==> src/rtl/paws_clk_pkg.sv <==
// Shared clocking/reset definitions: sequencer states, system clock constants, SDRAM power-up wait.
// Latency: n/a (types and constants only).
// Backpressure: n/a.
package paws_clk_pkg;

   typedef enum logic [2:0] {
      ST_WAIT_LOCK  = 3'd0,
      ST_STABLE     = 3'd1,
      ST_SDRAM_WAIT = 3'd2,
      ST_IO_GAP     = 3'd3,
      ST_RUN        = 3'd4
   } state_t;

   localparam int SYS_CLK_HZ        = 50_000_000;
   localparam int SDRAM_POWERUP_US  = 200;
   // 200 us at 50 MHz = 10000 cycles
   localparam int SDRAM_WAIT_CYCLES = (SYS_CLK_HZ / 1_000_000) * SDRAM_POWERUP_US;

   // Width of a down-counter that can hold the largest of three cycle counts, plus one bit.
   function automatic int cnt_width(input int a, input int b, input int c);
      int m;
      m = a;
      if (b > m) m = b;
      if (c > m) m = c;
      return $clog2(m) + 1;
   endfunction

endpackage

==> src/rtl/paws_sync_bit.sv <==
// N-flop single-bit synchroniser with synchronous active-high clear.
// Latency: STAGES cycles from d to q.
// Backpressure: none; free-running.
module paws_sync_bit #(
   parameter int STAGES = 2
) (
   input  logic clock,
   input  logic clear,
   input  logic d,
   output logic q
);

   logic [STAGES-1:0] sync;

   // shift the asynchronous input through the flop chain; clear empties it
   always_ff @(posedge clock) begin
      if (clear) begin
         sync <= '0;
      end else begin
         sync <= {sync[STAGES-2:0], d};
      end
   end

   assign q = sync[STAGES-1];

endmodule

==> src/rtl/paws_reset_sequencer.sv <==
// Ordered reset release (sdram, io, system) after a stable PLL lock; counts lock losses.
// Latency: rst_sdram falls SYNC_STAGES+1+LOCK_STABLE_CYCLES cycles after a raw lock rise; all outputs registered.
// Backpressure: none; sw_reset is a one-cycle pulse acted on only in IO_GAP or RUN.
module paws_reset_sequencer
   import paws_clk_pkg::*;
#(
   parameter int SYNC_STAGES        = 2,
   parameter int LOCK_STABLE_CYCLES = 1024,
   parameter int SDRAM_WAIT_CYCLES  = paws_clk_pkg::SDRAM_WAIT_CYCLES,
   parameter int STAGE_GAP_CYCLES   = 16,
   parameter int LOSS_CNT_W         = 8
) (
   input  logic                  clock,
   input  logic                  reset,
   input  logic                  pll_locked,
   input  logic                  sw_reset,
   output logic                  rst_sdram,
   output logic                  rst_io,
   output logic                  rst_system,
   output logic                  ready,
   output logic [LOSS_CNT_W-1:0] lock_loss_count
);

   localparam int CNT_W = cnt_width(LOCK_STABLE_CYCLES, SDRAM_WAIT_CYCLES, STAGE_GAP_CYCLES);
   localparam logic [CNT_W-1:0] LOAD_STABLE = CNT_W'(LOCK_STABLE_CYCLES - 1);
   localparam logic [CNT_W-1:0] LOAD_SDRAM  = CNT_W'(SDRAM_WAIT_CYCLES - 1);
   localparam logic [CNT_W-1:0] LOAD_GAP    = CNT_W'(STAGE_GAP_CYCLES - 1);

   logic             lk;
   state_t           state, state_nxt;
   logic [CNT_W-1:0] cnt, cnt_nxt;
   logic             io_pulse;
   logic             loss_evt;
   logic             rst_sdram_nxt, rst_io_nxt, rst_system_nxt, ready_nxt;

   paws_sync_bit #(
      .STAGES (SYNC_STAGES)
   ) u_lock_sync (
      .clock (clock),
      .clear (reset),
      .d     (pll_locked),
      .q     (lk)
   );

   // next-state, shared counter and next-output decode
   always_comb begin
      state_nxt = state;
      cnt_nxt   = cnt;
      io_pulse  = 1'b0;
      loss_evt  = 1'b0;

      if (!lk && (state == ST_SDRAM_WAIT || state == ST_IO_GAP || state == ST_RUN)) begin
         // lock loss after release wins over sw_reset
         state_nxt = ST_WAIT_LOCK;
         loss_evt  = 1'b1;
      end else if (sw_reset && (state == ST_IO_GAP || state == ST_RUN)) begin
         state_nxt = ST_IO_GAP;
         cnt_nxt   = LOAD_GAP;
         io_pulse  = 1'b1;
      end else begin
         case (state)
            ST_WAIT_LOCK: begin
               if (lk) begin
                  state_nxt = ST_STABLE;
                  cnt_nxt   = LOAD_STABLE;
               end
            end
            ST_STABLE: begin
               if (!lk) begin
                  state_nxt = ST_WAIT_LOCK;
               end else if (cnt == '0) begin
                  state_nxt = ST_SDRAM_WAIT;
                  cnt_nxt   = LOAD_SDRAM;
               end else begin
                  cnt_nxt = cnt - 1'b1;
               end
            end
            ST_SDRAM_WAIT: begin
               if (cnt == '0) begin
                  state_nxt = ST_IO_GAP;
                  cnt_nxt   = LOAD_GAP;
               end else begin
                  cnt_nxt = cnt - 1'b1;
               end
            end
            ST_IO_GAP: begin
               // rst_io high here marks the sw_reset pulse cycle: the gap count
               // starts after it, so the system is held one extra cycle
               if (!rst_io) begin
                  if (cnt == '0) begin
                     state_nxt = ST_RUN;
                  end else begin
                     cnt_nxt = cnt - 1'b1;
                  end
               end
            end
            ST_RUN: begin
               state_nxt = ST_RUN;
            end
            default: begin
               state_nxt = ST_WAIT_LOCK;
            end
         endcase
      end

      rst_sdram_nxt  = (state_nxt == ST_WAIT_LOCK) || (state_nxt == ST_STABLE);
      rst_io_nxt     = rst_sdram_nxt || (state_nxt == ST_SDRAM_WAIT) || io_pulse;
      rst_system_nxt = (state_nxt != ST_RUN);
      ready_nxt      = (state_nxt == ST_RUN);
   end

   // state, counter, registered outputs and saturating lock-loss count
   always_ff @(posedge clock) begin
      if (reset) begin
         state           <= ST_WAIT_LOCK;
         cnt             <= '0;
         rst_sdram       <= 1'b1;
         rst_io          <= 1'b1;
         rst_system      <= 1'b1;
         ready           <= 1'b0;
         lock_loss_count <= '0;
      end else begin
         state      <= state_nxt;
         cnt        <= cnt_nxt;
         rst_sdram  <= rst_sdram_nxt;
         rst_io     <= rst_io_nxt;
         rst_system <= rst_system_nxt;
         ready      <= ready_nxt;
         if (loss_evt && (lock_loss_count != '1)) begin
            lock_loss_count <= lock_loss_count + LOSS_CNT_W'(1);
         end
      end
   end

endmodule
==> config.mk <==
export PLATFORM = sky130hd
export DESIGN_NAME = paws_reset_sequencer
export DESIGN_NICKNAME = d
export VERILOG_FILES = /design/src/rtl/paws_clk_pkg.sv /design/src/rtl/paws_sync_bit.sv /design/src/rtl/paws_reset_sequencer.sv
export SDC_FILE = /design/constraint.sdc
export NUM_CORES = 1
export LEC_CHECK = 0
export CAP_MARGIN = 5
export CORE_ASPECT_RATIO = 1.4
export CORE_MARGIN = 2
export CORE_UTILIZATION = 40
export CTS_BUF_LIST = sky130_fd_sc_hd__clkbuf_4 sky130_fd_sc_hd__clkbuf_8 sky130_fd_sc_hd__clkbuf_16
export CTS_CLUSTER_SIZE = 20
export DETAILED_ROUTE_END_ITERATION = 8
export HOLD_SLACK_MARGIN = 0.05
export PLACE_DENSITY_LB_ADDON = 0.08
export SYNTH_ARGS = -nofsm -noshare
export SYNTH_HDL_FRONTEND = slang
export SYNTH_SLANG_ARGS = --single-unit
==> constraint.sdc <==
create_clock -name clock -period 4.3 [get_ports clock]
set_input_delay 0.86 -clock clock [delete_from_list [all_inputs] [get_ports clock]]
set_output_delay 0.86 -clock clock [all_outputs]
set_load 0.02 [all_outputs]
==> results of run 1 <==
## layout by cell type, fill, tap and decap left out, types with 2 or more instances in the layout
master and count:
a311oi_1 2, ha_1 2, or3_1 3, a22oi_1 4, nand4_1 4, a32o_1 3
o211ai_1 3, clkinv_2 2, nand2_1 14, and3_1 2, nand2b_1 7, or2_2 2
inv_1 6, nor2_1 21, nor4_1 4, xnor2_1 5, dfxtp_1 32, or4_4 2
o21ai_0 20, a31oi_1 2, nor2b_1 4, clkdlybuf4s50_1 15, or3b_2 2, a211oi_1 2
and2_1 2, or4_1 4, a21oi_1 17, nand3_1 7, nor3_1 11, clkbuf_8 6
xor2_1 5
## how the worst max path moves through the flow
stage                              startpoint                    to  slack (ns)  cells past startpoint
after floorplan           cnt[9]$_SDFFE_PP0P_     rst_io$_SDFF_PP1_        1.95                      7
after global placement               sw_reset  cnt[12]$_SDFFE_PP0P_        1.34                      7
after detailed placement             sw_reset  cnt[12]$_SDFFE_PP0P_        1.30                      7
after CTS                            sw_reset  cnt[12]$_SDFFE_PP0P_        1.58                      7
after global routing                 sw_reset  cnt[12]$_SDFFE_PP0P_        1.41                      7
final                                sw_reset  cnt[12]$_SDFFE_PP0P_        1.54                      7
## per-layer routing
| layer | up-vias | share of wire [%] | routed length, um | track usage, % |
|---|---|---|---|---|
| met1 | 786 | 42 | 1773 | 19.42 |
| met3 | 10 | 2.8 | 119 | 5.039 |
| met5 | - | 0 | 0 | 0 |
| met4 | 0 | 2.5 | 105 | 10.00 |
| met2 | 31 | 53 | 2237 | 34.84 |
| li1 | 816 | - | - | - |
## sequential cells by signal, summed over array words and instances (netlist names)
| register | count |
|---|---|
| rst_io | 1 |
| lock_loss_count | 8 |
| rst_sdram | 1 |
| rst_system | 1 |
| state | 3 |
| cnt | 15 |
| ready | 1 |
| u_lock_sync.sync | 2 |
## cell families (layout without fill, tap and decap cells)
logic type      count (synthesis)  after routing  share of synthesized area, %
mux                             1              1                        0.5810
fa+ha+maj                       2              2                         1.452
simple gates                   94             94                         29.63
xor+xnor                       10             10                         5.083
buf+inv                        17             31                         4.211
flops                          32             32                         37.18
compound gates                 60             60                         21.86
## stage by stage
step	setup slack, ns	instance area [um^2]	hold WS [ns]
5_1_grt	1.412	1983	0.4825
4_1_cts	1.585	1983	0.4547
2_1_floorplan	1.947	1723	0.4121
3_3_place_gp	1.342	1891	0.4167
6_report	1.544	1983	0.4453
3_5_place_dp	1.301	1891	0.4411
## critical path: stages
cell             delay [ns]
clkdlybuf4s50_1        0.62
nand2b_1               0.21
nor2b_1                0.14
o21ai_0                0.14
and2_1                 0.31
or4_1                  0.55
a21oi_1                0.14
## layout make-up
class	instances	area, um^2	area share, %
well taps	45	56.30	2.839
repair buffers	16	157.7	7.950
clock inverters	2	10.01	0.5047
flip-flops and latches	32	640.6	32.30
clock buffers	6	82.58	4.164
inverters	7	26.28	1.325
multi-input cells	167	1010	50.91
## where the power goes
group / internal [mW] / switching (mW)
clock: 0.128 / 0.113
combinational: 0.0355 / 0.0524
sequential: 0.303 / 0.00867
==> impl_metrics.tcl, run 1 <==
set metrics [dict create \
    clock_path_buffers 2 \
    first_pass_iters 4 \
    post_route_cells_drive_above_1_share_pct 7.391 \
    remaining_drc_errors 0 \
    worst_ir_drop_vdd_v 0.0001505 \
    hold_path.class "reg -> reg" \
    n_antenna_cell 0 \
    r2r_start "cnt[0]$_SDFFE_PP0P_" \
    synth.net_count 222 \
    die-area_um2 4856 \
    synth_ff_type "dfxtp_1" \
    finish.utilization_pct 47.57 \
    layout.filler_cells 438 \
    global_route_wire_length_before_repair_um 6941 \
    cell_type_with_the_highest_aggregate_area_in_the_netlist "dfxtp_1" \
    cells_taking_the_most_area_after_synthesis "dfxtp_1 (37%), o21ai_0 (5.8%), a21oi_1 (4.9%), nor2_1 (4.6%), nor3_1 (3.2%)" \
    achievable-frequency_mhz 362.9 \
    tritoncts_clock_tree "done" \
    finalSetupTns_ns 0 \
    fin_crit_ns 2.756 \
    post-dp-hpwl_um 3108 \
    dr_total_vias 1643 \
    cap_viol_max_count 0 \
    place_congestion 0.8456 \
    route.detailed.vias_per_inst 5.975 \
    end_kind "register" \
    yosysMostFrequentCell "dfxtp_1" \
    worstSetupStartpointType "input pin" \
    worst-path-max-fanout 11 \
    drt_iter0_markers 57 \
    floorplan.rows 28 \
    fp.dieH_um 81.66 \
    critical_path_required_ns 4.52 \
    cts_inserted_buffers 5 \
    post_cts_setup_repair_buffer_count 0 \
    cts_resized 0 \
    synth-seq-cells 32 \
    endpoint_worst_hold "u_lock_sync.sync[1]$_SDFF_PP0_" \
    max_slew.worst_pin.slew_ns 0.6258 \
    dpl.cell_count 267 \
    timing.clock.skew_ns 0.007680 \
    hold_violations 0 \
    p_leak_nw 0.6653 \
    finalNetCount 235 \
    asyncSetResetFlopFracSynth_pct 0 \
    syn_avg_cell_area_um2 7.976 \
    grt_start_max_net_pins 28 \
    core-area_um2 4169 \
    synth_cells 216 \
    area_growth_syn_to_layout_pct 15.11 \
    worst_ep_arrival_time_ns 2.98 \
    clock_sinks 32 \
    cts_hold_buf 0 \
    final-max-slew-violation-count 0 \
    finish.cell_count_without_fillers 275 \
    fin_crit_sh_pct 64.09 \
    start_util_pct 41.33 \
    post-synth-top-area-fraction_pct 37.18 \
    run_status "completed" \
    rr_worst_depth 8 \
    synth_edf_count 0 \
    finalPower_uw 639.8 \
    antenna_violations_before_repair 0 \
    holdPathStages 1 \
    die_width_um 59.47 \
    worstSetupPathType "in -> reg" \
    power_density_nw_per_um2 322.6 \
    port_buffers 15 \
    clk-insertion-delay-late_ns 0.29 \
    grt_overflow_total 0 \
    ant_nets 0 \
    number_of_distinct_standard_cells_referenced_by_the_synthesized_netlist 46 \
    hp-start "u_lock_sync.sync[0]$_SDFF_PP0_" \
    wl_per_cell_um 15.40 \
    ys_seq_area_share_pct 37.18 \
    timing.slew.headroom_pct 57.94 \
    first_global_vias 1590 \
    mappedNetlistArea_um2 1723 \
    netlist_top_cells_count "dfxtp_1 (32), nor2_1 (21), o21ai_0 (20)" \
    clkTransAtPathRegs_ns 0.07 \
    r2r_endpoint "cnt[11]$_SDFFE_PP0P_" \
    setup_viol 0 \
    number_of_warning_messages_in_the_yosys_log 0 \
    num_io_pins 16 \
    grt_usage_pct 19.14 \
    cts_root_buffer "clkbuf_8" \
    reg2reg_setup_slack_ns 1.67 \
    cts_max_level 2 \
    detail_route.wirelength_um 4235 \
    setup_repair_after_global_routing_missed_its_margin "false" \
]
No activity file was read; power rests on OpenSTA's default activity.
==> inputs of run 2 (changes only) <==
Clock period 4.3 ns to 2.4 ns, I/O delays scaled along.
==> run 2 against run 1 <==
  * Clock skew increased by 0.00055 ns
  * Routed wire length rose by 9.2%
  * Via count up 6.1%
  * Die area is the same
  * Highest routed layer unchanged
  * Core utilization is 5.1 points higher
  * Critical endpoint is now rst_io$_SDFF_PP1_
  * First-iteration DRC count increased by 42%
  * Clock power grew 110%
  * Final area up 11%
==> impl_metrics.tcl, run 2 (synthesized netlist as in run 1, its figures left out) <==
set metrics [dict create \
    run_status "completed" \
    detailed_place.area_um2 2026 \
    timing.clock.skew_ns 0.008231 \
    fp.dieH_um 81.66 \
    final-max-slew-violation-count 0 \
    worstSetupStartpointType "register" \
    global_route_wire_length_before_repair_um 7479 \
    post_route_cells_drive_above_1_share_pct 18.00 \
    r2r_start "cnt[14]$_SDFFE_PP0P_" \
    power_density_nw_per_um2 586.6 \
    finish.cell_count_without_fillers 295 \
    rr_worst_depth 6 \
    hold_path.class "reg -> reg" \
    floorplan.rows 28 \
    pwr-share-comb_pct 16.9 \
    area_growth_syn_to_layout_pct 27.52 \
    switching_power_uw 335.7 \
    cts_inserted_buffers 5 \
    first_global_vias 1688 \
    holdPathStages 2 \
    endpoint_worst_hold "cnt[14]$_SDFFE_PP0P_" \
    r2r_endpoint "rst_io$_SDFF_PP1_" \
    reg2reg_setup_slack_ns 0.03 \
    cts_hold_buf 0 \
    clk-insertion-delay-late_ns 0.29 \
    layout_top_registers "cnt: 15 flops, lock_loss_count: 8 flops, state: 3 flops" \
    finalNetCount 255 \
    num_io_pins 16 \
    achievable-frequency_mhz 422.4 \
    sequence_of_cells_on_the_critical_path "or4_4 -> or4_4 -> or4_1 -> and3_4 -> a21oi_2 -> o211ai_1" \
    dr_total_vias 1743 \
    cts_max_level 2 \
    clkTransAtPathRegs_ns 0.07 \
    seq_power_share_pct 43.1 \
    power.switching_fraction_pct 26.04 \
    largest_reg_flops 15 \
    drt_iter0_markers 81 \
    internal_power_uw 953.2 \
    critical_path_required_ns 2.56 \
    p_leak_nw 0.7760 \
    ant_nets 0 \
    end_kind "register" \
    tritoncts_clock_tree "done" \
    cap_viol_max_count 0 \
    grt_start_max_net_pins 19 \
    hold_violations 0 \
    top_register "cnt" \
    antenna_violations_before_repair 0 \
    post-dp-hpwl_um 3464 \
    clkPwrFrac_pct 40.0 \
    clock_sinks 32 \
    clock_path_buffers 2 \
    critical-path-top-cell-by-count "or4_4" \
    cts_root_buffer "clkbuf_8" \
    detail_route.wirelength_um 4623 \
    route.detailed.vias_per_inst 5.908 \
    wl_per_cell_um 15.67 \
    max_slew.worst_pin.slew_ns 0.6252 \
    dpl.cell_count 285 \
    die-area_um2 4856 \
    n_antenna_cell 0 \
    setup_repair_after_global_routing_missed_its_margin "true" \
    fin_crit_ns 2.368 \
    timing.critical_path.slowest_stage_cell "or4_4" \
    port_buffers 15 \
    timing.slew.headroom_pct 58.19 \
    grt_usage_pct 20.36 \
    die_width_um 59.47 \
    place_congestion 0.9480 \
    most_common_cell_after_layout_fill_and_taps_aside "dfxtp_1" \
    worst-path-max-fanout 4 \
    start_util_pct 41.33 \
    setup_viol 0 \
    worst_ep_arrival_time_ns 2.52 \
    worstSetupPathType "reg -> reg" \
    mostFrequentLayoutCells "dfxtp_1 (31), nor2_1 (21), buf_4 (21), o21ai_0 (20), a21oi_1 (16)" \
    layout.cell_area.non_filler_um2 2197 \
    remaining_drc_errors 0 \
    hp-start "cnt[14]$_SDFFE_PP0P_" \
    worst_path_largest_cell_delay_ns 0.57 \
    worst_ir_drop_vdd_v 0.0002936 \
    core-area_um2 4169 \
    fin_crit_sh_pct 98.65 \
    first_pass_iters 4 \
    grt_overflow_total 0 \
]
==> run 2: repair_timing <==
| action | 4_1_cts | 5_1_grt |
|---|---|---|
| setup buffers | 1 | 1 |
| gates resized for setup | 3 | 7 |
| pin swaps | 1 | 1 |
| setup endpoints to repair | 3 | 6 |
==> run 2: layout make-up <==
| class | count | area (um^2) |
|---|---|---|
| Fill cell | 397 | 1972 |
| Inverter | 7 | 26.28 |
| Clock buffer | 5 | 68.82 |
| Tap cell | 45 | 56.30 |
| Multi-Input combinational cell | 167 | 1054 |
| Timing Repair Buffer | 36 | 307.8 |
| Sequential cell | 32 | 641.9 |
| Clock inverter | 3 | 42.54 |
==> run 2: power groups by stage <==
stage | combinational, mW | clock [mW] | sequential [mW]
2_1_floorplan | 0.127 | 0 | 0.563
3_3_place_gp | 0.193 | 0 | 0.566
3_5_place_dp | 0.198 | 0 | 0.567
4_1_cts | 0.209 | 0.526 | 0.555
5_1_grt | 0.237 | 0.554 | 0.556
6_report | 0.218 | 0.515 | 0.555
==> run 2: critical path, delay by kind of cell, from the launching register on <==
family | cells | cell delay [ns]
DFF | 1 | 0.31
and+or+nand+nor | 4 | 1.74
AOI/OAI and AO/OA | 2 | 0.19
==> run 2: routing by layer <==
layer	track usage (%)	up-vias	part of all wire (%)
li1	-	856	-
met1	20.97	826	39
met2	36.59	47	54
met3	5.039	14	4.0
met4	11.36	0	3.0
met5	0	-	0
==> run 2: worst max-delay path by stage <==
stage,from,to,slack (ns),cells after the start
2_1_floorplan,cnt[9]$_SDFFE_PP0P_,rst_io$_SDFF_PP1_,0.05,7
3_3_place_gp,cnt[1]$_SDFFE_PP0P_,rst_io$_SDFF_PP1_,0.04,8
3_5_place_dp,cnt[1]$_SDFFE_PP0P_,rst_io$_SDFF_PP1_,-0.02,8
4_1_cts,cnt[1]$_SDFFE_PP0P_,rst_io$_SDFF_PP1_,-0.002,8
5_1_grt,cnt[1]$_SDFFE_PP0P_,rst_io$_SDFF_PP1_,-0.02,8
6_report,cnt[14]$_SDFFE_PP0P_,rst_io$_SDFF_PP1_,0.03,6
==> run 2: stage by stage <==
step | TNS (ns) | hold slack, ns | worst slack (ns) | util [%] | total power [mW]
CTS | -0.002464 | 0.4362 | -0.002464 | 51.80 | 1.290
finish | 0 | 0.4360 | 0.03231 | 52.70 | 1.289
floorplan | 0 | 0.4121 | 0.04717 | - | 0.6900
detailed placement | -0.01815 | 0.4235 | -0.01815 | 48.59 | 0.7649
global route | -0.02108 | 0.4593 | -0.02108 | 52.70 | 1.348
global placement | 0 | 0.4219 | 0.03621 | 48.59 | 0.7587
==> inputs of run 3 (changes only) <==
Settings changed: CORE_ASPECT_RATIO 1.4 to not set, SYNTH_HIERARCHICAL set to 1.
==> run 3 against run 2 <==
  * Clock-buffer cell count is 3 higher
  * Synthesized cell count is 2.8% lower
  * Clock power is 12% lower
  * Power is 6.8% lower
  * Via count is 7.6% lower
  * Final area is 4.0% lower
  * Sequential power is 1% higher
  * Routed wire length is 9.9% lower
  * Final cell count is 5.8% lower
  * Register-to-register slack better by 0.22 ns
  * Sequential cell count stayed put
  * Critical endpoint unchanged
  * Highest routed layer unchanged
==> impl_metrics.tcl, run 3 <==
set metrics [dict create \
    setup_repair_after_global_routing_missed_its_margin "false" \
    ys_seq_area_share_pct 35.43 \
    first_global_vias 1499 \
    finalNetCount 231 \
    number_of_warning_messages_in_the_yosys_log 6 \
    num_io_pins 16 \
    detail_route.wirelength.met1_um 1969 \
    end_kind "register" \
    tritoncts_clock_tree "done" \
    post-dp-hpwl_um 3039 \
    cell_type_with_the_highest_aggregate_area_in_the_netlist "dfxtp_1" \
    post-synth-top-area-fraction_pct 35.43 \
    start_util_pct 41.52 \
    yosysMostFrequentCell "dfxtp_1" \
    cts_max_level 2 \
    antenna_violations_before_repair 0 \
    number_of_distinct_standard_cells_referenced_by_the_synthesized_netlist 54 \
    synth_cells 210 \
    fp.dieH_um 71.23 \
    worstSetupStartpointType "register" \
    drt_iter0_markers 102 \
    cts_root_buffer "clkbuf_8" \
    synth-seq-cells 32 \
    worst_ir_drop_vdd_v 0.0003373 \
    mostFrequentLayoutCells "dfxtp_1 (32), nor2_1 (20), clkdlybuf4s50_1 (15), a21oi_1 (13)" \
    hold_violations 0 \
    timing.clock.skew_ns 0.005328 \
    p_leak_nw 0.7647 \
    grt_start_max_net_pins 25 \
    run_status "completed" \
    finish.utilization_pct 48.45 \
    critical_path_required_ns 2.56 \
    achievable-frequency_mhz 465.3 \
    worst_path_largest_cell_delay_ns 0.49 \
    worstSetupPathType "reg -> reg" \
    dr.max_layer_used "met4" \
    die_width_um 71.23 \
    final-max-slew-violation-count 0 \
    worst_ep_arrival_time_ns 2.31 \
    worst-path-max-fanout 6 \
    asyncSetResetFlopFracSynth_pct 0 \
    n_antenna_cell 0 \
    clock_path_buffers 2 \
    synth_edf_count 0 \
    place_congestion 0.8927 \
    first_pass_iters 4 \
    mappedNetlistArea_um2 1808 \
    port_buffers 15 \
    clock_sinks 32 \
    area_growth_syn_to_layout_pct 16.68 \
    finish.cell_count_without_fillers 278 \
    synth_ff_type "dfxtp_1" \
    post_cts_setup_repair_buffer_count 0 \
    timing.slew.headroom_pct 55.54 \
    met2RoutedLength_um 1968 \
    dr_total_vias 1611 \
    fin_crit_ns 2.149 \
    global_route_wire_length_before_repair_um 7031 \
    max_slew.worst_pin.slew_ns 0.6599 \
    clk-insertion-delay-late_ns 0.28 \
    cells_taking_the_most_area_after_synthesis "dfxtp_1 (35%), xor2_1 (5.8%), nor2_1 (4.2%), a21oi_1 (3.6%), a221oi_1 (3.4%)" \
    layout.filler_cells 416 \
    core-area_um2 4354 \
    cts_resized 0 \
    top_register "cnt" \
    setup_viol 0 \
    dpl.cell_count 270 \
    layout_top_registers "cnt: 15 flops, lock_loss_count: 8 flops, state: 3 flops" \
    ant_nets 0 \
    dr_wl_met3_um 156 \
    post_route_cells_drive_above_1_share_pct 11.50 \
    clkTransAtPathRegs_ns 0.07 \
    largest_reg_flops 15 \
    die-area_um2 5074 \
    cts_inserted_buffers 5 \
    route.detailed.vias_per_inst 5.795 \
    finalPower_mw 1.202 \
    most_common_cell_after_layout_fill_and_taps_aside "dfxtp_1" \
    remaining_drc_errors 0 \
    hold_path.class "reg -> reg" \
    grt_overflow_total 0 \
    power_density_nw_per_um2 569.6 \
    syn_avg_cell_area_um2 8.609 \
    sequence_of_cells_on_the_critical_path "inv_1 -> ha_1 -> nor4b_4 -> nand4_2 -> or4_4 -> a211oi_4 -> o21ai_1" \
    netlist_top_cells_count "dfxtp_1 (32), nor2_1 (20), a21oi_1 (13)" \
    floorplan.rows 24 \
    fin_crit_sh_pct 89.55 \
    wl_per_cell_um 14.99 \
    detail_route.wirelength_um 4167 \
    cts_hold_buf 0 \
    finalSetupTns_ns 0 \
    synth.net_count 216 \
    timing.critical_path.slowest_stage_cell "or4_4" \
    cap_viol_max_count 0 \
    grt_usage_pct 17.48 \
]
==> run 3: cell families after synthesis <==
logic type / count (synthesis) / share of synthesized area, %
AND/OR/NAND/NOR: 81 / 26.78
XOR/XNOR: 14 / 6.782
AO/OA/AOI/OAI: 55 / 23.25
multiplexers: 1 / 0.5537
flip-flops: 32 / 35.43
adder cells (fa/ha/maj): 2 / 1.384
buffers and inverters: 25 / 5.813
==> run 3: metrics by stage <==
stage	area, um^2	worst slack, ns	hold WS (ns)
detailed placement	2012	0.2070	0.4276
global route	2110	0.07826	0.4592
global placement	2012	0.2967	0.4187
floorplan	1808	0.4132	0.4138
finish	2110	0.2509	0.4401
CTS	2110	0.2379	0.4428
==> run 3: path summary, 6_finish.rpt <==
check        depth (start not counted)  slack [ns]                      startpoint                              to
max                                  7        0.25             cnt[0]$_SDFFE_PP0P_               rst_io$_SDFF_PP1_
min                                  1        0.44  u_lock_sync/sync[0]$_SDFF_PP0_  u_lock_sync/sync[1]$_SDFF_PP0_
min reg2reg                          1        0.44  u_lock_sync/sync[0]$_SDFF_PP0_  u_lock_sync/sync[1]$_SDFF_PP0_
max reg2reg                          7        0.25             cnt[0]$_SDFFE_PP0P_               rst_io$_SDFF_PP1_
==> run 3: layout make-up <==
type | instances | area, um^2 | area share [%]
multi-input cells | 153 | 1062 | 50.36
flip-flops and latches | 32 | 640.6 | 30.37
repair buffers | 22 | 202.7 | 9.609
well taps | 52 | 65.06 | 3.084
clock buffers | 8 | 97.59 | 4.626
inverters | 11 | 41.29 | 1.957
==> run 3: report_power, final <==
| group | leakage, nW | internal (mW) | switching (mW) |
|---|---|---|---|
| logic | 0.453 | 0.0795 | 0.109 |
| clock network | 0.0523 | 0.256 | 0.195 |
| registers | 0.260 | 0.542 | 0.0196 |
| total | 0.765 | 0.878 | 0.324 |
==> run 3: metal layers <==
metal  vias to the layer above  global-route usage [%]
met5                         -                       0
met4                         0                   6.709
li1                        808                       -
met3                         8                   4.923
met1                       766                   22.40
met2                        29                   27.98
==> run 3: critical path: cells and delay by family, from the launching register on <==
kind,cells,cell delay (ns)
compound gates,2,0.42
fa+ha+maj,1,0.21
buf+inv,1,0.10
flops,1,0.32
simple gates,3,0.98
